===== src/rtl/spi_master_shifter.sv =====
// SPI master transfer engine: drives the baud generator enable, edge-detects its
// Baudclk output and produces SCK/MOSI/CSn while shifting one DATA_W-bit word.
module spi_master_shifter #(
    parameter int   DATA_W    = 8,
    parameter logic CPOL      = 1'b0,
    parameter int   CPHA      = 0,
    parameter int   MSB_FIRST = 1,
    parameter int   CS_SETUP  = 2,
    parameter int   CS_HOLD   = 2
) (
    input  logic              CLK,
    input  logic              RSTn,
    input  logic              Start,
    input  logic [DATA_W-1:0] Tx_Data,
    output logic              Busy,
    output logic              Done,
    output logic [DATA_W-1:0] Rx_Data,
    output logic              Baud_En,
    input  logic              Baudclk,
    output logic              SCK,
    output logic              MOSI,
    input  logic              MISO,
    output logic              CSn,
    output logic [1:0]        Dbg_State
);

    localparam int CNT_W   = $clog2(DATA_W + 1);
    localparam int GAP_MAX = (CS_SETUP > CS_HOLD) ? CS_SETUP : CS_HOLD;
    localparam int GAP_W   = $clog2(GAP_MAX + 1);
    localparam logic [CNT_W-1:0] LAST_BIT   = CNT_W'(DATA_W - 1);
    localparam logic [GAP_W-1:0] SETUP_LAST = GAP_W'(CS_SETUP - 1);
    localparam logic [GAP_W-1:0] HOLD_LAST  = GAP_W'(CS_HOLD - 1);

    typedef enum logic [1:0] {ST_IDLE, ST_SETUP, ST_XFER, ST_HOLD} state_t;

    state_t              state_q;
    logic                baud_q;
    logic [CNT_W-1:0]    bit_cnt_q;
    logic [GAP_W-1:0]    gap_cnt_q;
    logic [DATA_W-1:0]   tx_sr_q, rx_sr_q, rx_data_q;
    logic                csn_q, sck_q, mosi_q, baud_en_q, busy_q, done_q;

    logic                lead, trail;
    logic                first_bit, next_bit;
    logic [DATA_W-1:0]   first_shift_d, tx_shift_d, rx_shift_d;

    // Handshake: Start is a one-cycle request taken only in IDLE (which includes the
    // Done cycle); Busy rises the next cycle and holds until Done, which pulses once
    // with Rx_Data valid in that same cycle.
    assign lead  = (Baudclk != baud_q) && (Baudclk != CPOL);
    assign trail = (Baudclk != baud_q) && (Baudclk == CPOL);

    always_comb begin
        first_bit     = Tx_Data[0];
        next_bit      = tx_sr_q[0];
        first_shift_d = {1'b0, Tx_Data[DATA_W-1:1]};
        tx_shift_d    = {1'b0, tx_sr_q[DATA_W-1:1]};
        rx_shift_d    = {MISO, rx_sr_q[DATA_W-1:1]};
        if (MSB_FIRST != 0) begin
            first_bit     = Tx_Data[DATA_W-1];
            next_bit      = tx_sr_q[DATA_W-1];
            first_shift_d = {Tx_Data[DATA_W-2:0], 1'b0};
            tx_shift_d    = {tx_sr_q[DATA_W-2:0], 1'b0};
            rx_shift_d    = {rx_sr_q[DATA_W-2:0], MISO};
        end
    end

    always_ff @(posedge CLK or negedge RSTn) begin
        if (!RSTn) begin
            state_q   <= ST_IDLE;
            baud_q    <= CPOL;
            bit_cnt_q <= '0;
            gap_cnt_q <= '0;
            tx_sr_q   <= '0;
            rx_sr_q   <= '0;
            rx_data_q <= '0;
            csn_q     <= 1'b1;
            sck_q     <= CPOL;
            mosi_q    <= 1'b0;
            baud_en_q <= 1'b0;
            busy_q    <= 1'b0;
            done_q    <= 1'b0;
        end else begin
            baud_q <= Baudclk;
            done_q <= 1'b0;
            case (state_q)
                ST_IDLE: begin
                    sck_q <= CPOL;
                    if (Start) begin
                        state_q   <= ST_SETUP;
                        csn_q     <= 1'b0;
                        busy_q    <= 1'b1;
                        gap_cnt_q <= '0;
                        bit_cnt_q <= '0;
                        rx_sr_q   <= '0;
                        if (CPHA == 0) begin
                            mosi_q  <= first_bit;
                            tx_sr_q <= first_shift_d;
                        end else begin
                            tx_sr_q <= Tx_Data;
                        end
                    end
                end
                ST_SETUP: begin
                    sck_q <= CPOL;
                    if (gap_cnt_q == SETUP_LAST) begin
                        baud_en_q <= 1'b1;
                        gap_cnt_q <= '0;
                        state_q   <= ST_XFER;
                    end else begin
                        gap_cnt_q <= gap_cnt_q + 1'b1;
                    end
                end
                ST_XFER: begin
                    sck_q <= Baudclk;
                    if (lead) begin
                        if (CPHA == 0) begin
                            rx_sr_q <= rx_shift_d;
                        end else begin
                            mosi_q  <= next_bit;
                            tx_sr_q <= tx_shift_d;
                        end
                    end
                    if (trail) begin
                        if (CPHA != 0) rx_sr_q <= rx_shift_d;
                        bit_cnt_q <= bit_cnt_q + 1'b1;
                        // The final trailing edge ends the word; nothing further is shifted out.
                        if (bit_cnt_q == LAST_BIT) begin
                            baud_en_q <= 1'b0;
                            gap_cnt_q <= '0;
                            state_q   <= ST_HOLD;
                        end else if (CPHA == 0) begin
                            mosi_q  <= next_bit;
                            tx_sr_q <= tx_shift_d;
                        end
                    end
                end
                ST_HOLD: begin
                    sck_q <= CPOL;
                    if (gap_cnt_q == HOLD_LAST) begin
                        csn_q     <= 1'b1;
                        busy_q    <= 1'b0;
                        done_q    <= 1'b1;
                        rx_data_q <= rx_sr_q;
                        mosi_q    <= 1'b0;
                        state_q   <= ST_IDLE;
                    end else begin
                        gap_cnt_q <= gap_cnt_q + 1'b1;
                    end
                end
                default: state_q <= ST_IDLE;
            endcase
        end
    end

    assign Busy      = busy_q;
    assign Done      = done_q;
    assign Rx_Data   = rx_data_q;
    assign Baud_En   = baud_en_q;
    assign SCK       = sck_q;
    assign MOSI      = mosi_q;
    assign CSn       = csn_q;
    assign Dbg_State = state_q;

endmodule

===== config.mk =====
export PLATFORM = sky130hd
export DESIGN_NAME = spi_master_shifter
export DESIGN_NICKNAME = d
export VERILOG_FILES = /design/src/rtl/spi_master_shifter.sv
export SDC_FILE = /design/constraint.sdc
export NUM_CORES = 1
export LEC_CHECK = 0
export CAP_MARGIN = 40
export CORE_ASPECT_RATIO = 1.25
export CORE_MARGIN = 2
export CORE_UTILIZATION = 52
export DETAILED_ROUTE_END_ITERATION = 16
export PLACE_DENSITY = 0.77
export SYNTH_ARGS = -nofsm -noshare
export SYNTH_HDL_FRONTEND = slang
export SYNTH_SLANG_ARGS = --single-unit

===== constraint.sdc =====
create_clock -name CLK -period 2.3 [get_ports CLK]
set_clock_uncertainty 0.05 [all_clocks]
set_input_delay 0.46 -clock CLK [delete_from_list [all_inputs] [get_ports CLK]]
set_output_delay 0.46 -clock CLK [all_outputs]
set_load 0.1 [all_outputs]

==> results.cfg <==
[worst_setup_path]
cp_data_arrival_time_ns = 2.22
cp_cell_sequence = inv_1 > ha_1 > or2b_2 > a21boi_2 > nand3_1 > mux2_2
cp_max_fo = 8
rr_endpoint = Dbg_State[1]$_DFFE_PN0P_
worstSetupStartpoint = Dbg_State[1]$_DFFE_PN0P_
crit_required_ns = 2.42
worstSetupPathType = register to register
slowest_delay_ns = 0.44
slowest_stage = dfrtp_2
critPathTopFamily = simple AND/OR/NAND/NOR gates
cp-end-kind = register
crit_buf_inv = 1
reg2reg_from = Dbg_State[1]$_DFFE_PN0P_
crit_end = Dbg_State[1]$_DFFE_PN0P_
start_kind = register
cp_num_cells = 6
ff2ff_setup_slack_ns = 0.20
r2r_cells = 6

[power_and_ir_drop]
p_per_area_mw_per_mm2 = 1550
vdd_drop_max_mv = 1.57
leakage_nw = 1.01

[timing]
rsz0062_at_grt = false
timing.hold.ws_ns = 0.207
finalHoldViolations = 0
worst_pin_slew_ns = 0.818
slew_headroom_pct = 45.5
fmax_ghz = 0.477
fin_crit_ns = 2.10
finalSetupViolations = 0
maxSlewViolCount = 0
finalSetupTns_ns = 0
min_period_over_period_pct = 91.2

[global_routing]
grt_overflow = 0
grt_pass1_vias = 1327
grtUsageTotal_pct = 19.7
grt_start_max_net_pins = 39
grt_pass1_wl_mm = 5.93
antenna_found_initial = 0

[synth]
ys_seq_area_share_pct = 53.6
yosysTopAreaCellShare_pct = 52.1
ys_ff_latch = 38
syn_nets = 185
ys.warnings.count = 0
synth_top_area_cell = dfrtp_1
syn-cell-area_mm2 = 0.00178
syn_avg_cell_area_um2 = 10.8
synth_cell_types = 32
netlist_instances = 164
synthTopCellsByArea = dfrtp_1, mux2_2, ha_1, nand2_1, mux2i_1

[floorplan]
die-area_mm2 = 0.00390
num_rows = 23
die_x_um = 56.3
die_h_um = 69.4
initial_core_util_pct = 54.6
core_mm2 = 0.00325
pin_count = 29

[status]
outcome = complete, no violations

[cts]
clk_pin_slew_ns = 0.07
clockRootBuffer = clkbuf_8
cts_buffers = 5
htree_levels = 2
cts_resized = 0
cts.sinks = 38
max-clock-path-buffers = 2
cts_tree = done
insertion_delay_ns = 0.29
postCtsSetupBuffers = 0
cts_hold_buf = 0

[min_path]
hold_class = primary input to asynchronous set/reset pin

[routing]
vias = 1276
wirelength_mm = 3.33
vias_per_cell = 5.45
drc_errors = 0
drtIter0Drc = 27
drtPass1Iterations = 4
post_drt_wl_per_cell_um = 14.2
ant_nets = 0

[layout]
diodes = 0
syn_to_final_growth_pct = 20.3
multi_input_area_um2 = 742
seqCellArea_um2 = 955
fin_util_pct = 65.7
fillers = 262
drive_above_1_share_pct = 22.8
fin_nets = 217

[placement]
post-dp-hpwl_mm = 2.40
port_buffers = 28
globalplace.congestion = 0.840

[job]
drv_cap = 0
-- per-layer routing --
metal	vias up	GRT usage, %	part of all wire [%]
met1	608	22.6	42
met2	31	33.3	51
met4	0	10.3	3.3
met5	-	0	0
met3	9	5.04	4.0
li1	628	-	-
-- cell families (layout without fill, tap and decap cells) --
kind of cell / Yosys count / after routing / share of synthesized area [%]
and+or+nand+nor: 45 / 45 / 11.2
DFF: 38 / 38 / 53.6
AOI/OAI and AO/OA: 36 / 36 / 13.0
muxes: 18 / 18 / 11.0
buffers and inverters: 17 / 50 / 4.65
adders and majority gates: 8 / 8 / 5.63
xor gates and xnor gates: 2 / 2 / 0.986
-- placed cells by master (no fill, tap or decap), types with 2 or more instances in the layout --
| cell type | count |
|---|---|
| nand2b_1 | 2 |
| mux2i_1 | 8 |
| a22oi_1 | 2 |
| buf_4 | 19 |
| a211oi_1 | 2 |
| dfrtp_2 | 2 |
| a21oi_1 | 12 |
| inv_1 | 11 |
| clkbuf_8 | 6 |
| a31oi_1 | 2 |
| xnor2_1 | 2 |
| dfrtp_1 | 35 |
| o21ai_0 | 12 |
| nand2_1 | 22 |
| ha_1 | 8 |
| nand3_1 | 3 |
| nor2_1 | 12 |
| mux2_2 | 9 |
| clkdlybuf4s50_1 | 11 |
-- registers in the layout (all words and copies together), names as in the netlist, 2 cells and up --
name	count
Rx_Data	8
tx_sr_q	7
gap_cnt_q	2
Dbg_State	2
rx_sr_q	8
bit_cnt_q	4
-- worst min path at each step --
stage / startpoint / endpoint / cells after the start
after global routing: RSTn / bit_cnt_q[2]$_DFFE_PN0P_ / 1
final: RSTn / gap_cnt_q[0]$_DFFE_PN0P_ / 1
after floorplan: RSTn / Baud_En$_DFFE_PN0P_ / 0
after CTS: RSTn / bit_cnt_q[2]$_DFFE_PN0P_ / 1
after global placement: rx_sr_q[7]$_DFFE_PN0P_ / rx_sr_q[7]$_DFFE_PN0P_ / 2
after detailed placement: rx_sr_q[7]$_DFFE_PN0P_ / rx_sr_q[7]$_DFFE_PN0P_ / 2
-- Yosys cell counts --
library cell  number
and4b_1            1
and3_1             1
nand2b_1           2
and2_1             1
nand2_1           22
ha_1               8
a31oi_1            2
a22o_1             1
dfrtp_1           37
mux2i_1            8
a22oi_1            2
a41o_1             1
o21ai_0           12
dfstp_2            1
nor2_1            12
or2b_2             1
a21boi_2           1
xnor2_1            2
inv_1             11
mux2_2             9
nand4_1            1
buf_6              2
a21oi_1           12
nor2b_1            1
clkbuf_1           1
nand3_1            3
a32oi_1            1
mux2i_2            1
a21o_2             1
buf_2              3
a211oi_4           1
a211oi_1           2
-- through the flow --
stage                     std cells  setup slack, ns  total power [W]  instance area (um2)
final                           234            0.203          0.00331                 2140
after global routing            234            0.107          0.00352                 2140
after CTS                       234            0.212          0.00333                 2140
after detailed placement        226            0.155          0.00285                 2040
after global placement          226            0.239          0.00278                 2040
after floorplan                 164            0.122          0.00248                 1780
-- cell type report --
class / instances / area share, %
clock inverter: 2 / 0.585
clock buffer: 6 / 3.86
sequential: 38 / 44.7
multi-input combinational: 109 / 34.7
inverter: 11 / 1.93
timing repair buffer: 31 / 12.1
tap: 37 / 2.17
-- power breakdown --
group          switching, W  internal [W]  total (W)  leakage, nW
Sequential         0.000140      0.000885    0.00102        0.483
Clock              0.000229      0.000241   0.000469       0.0472
Combinational       0.00127      0.000551    0.00182        0.477
Total               0.00164       0.00168    0.00331         1.01
Power figures use the tool's default switching activity.
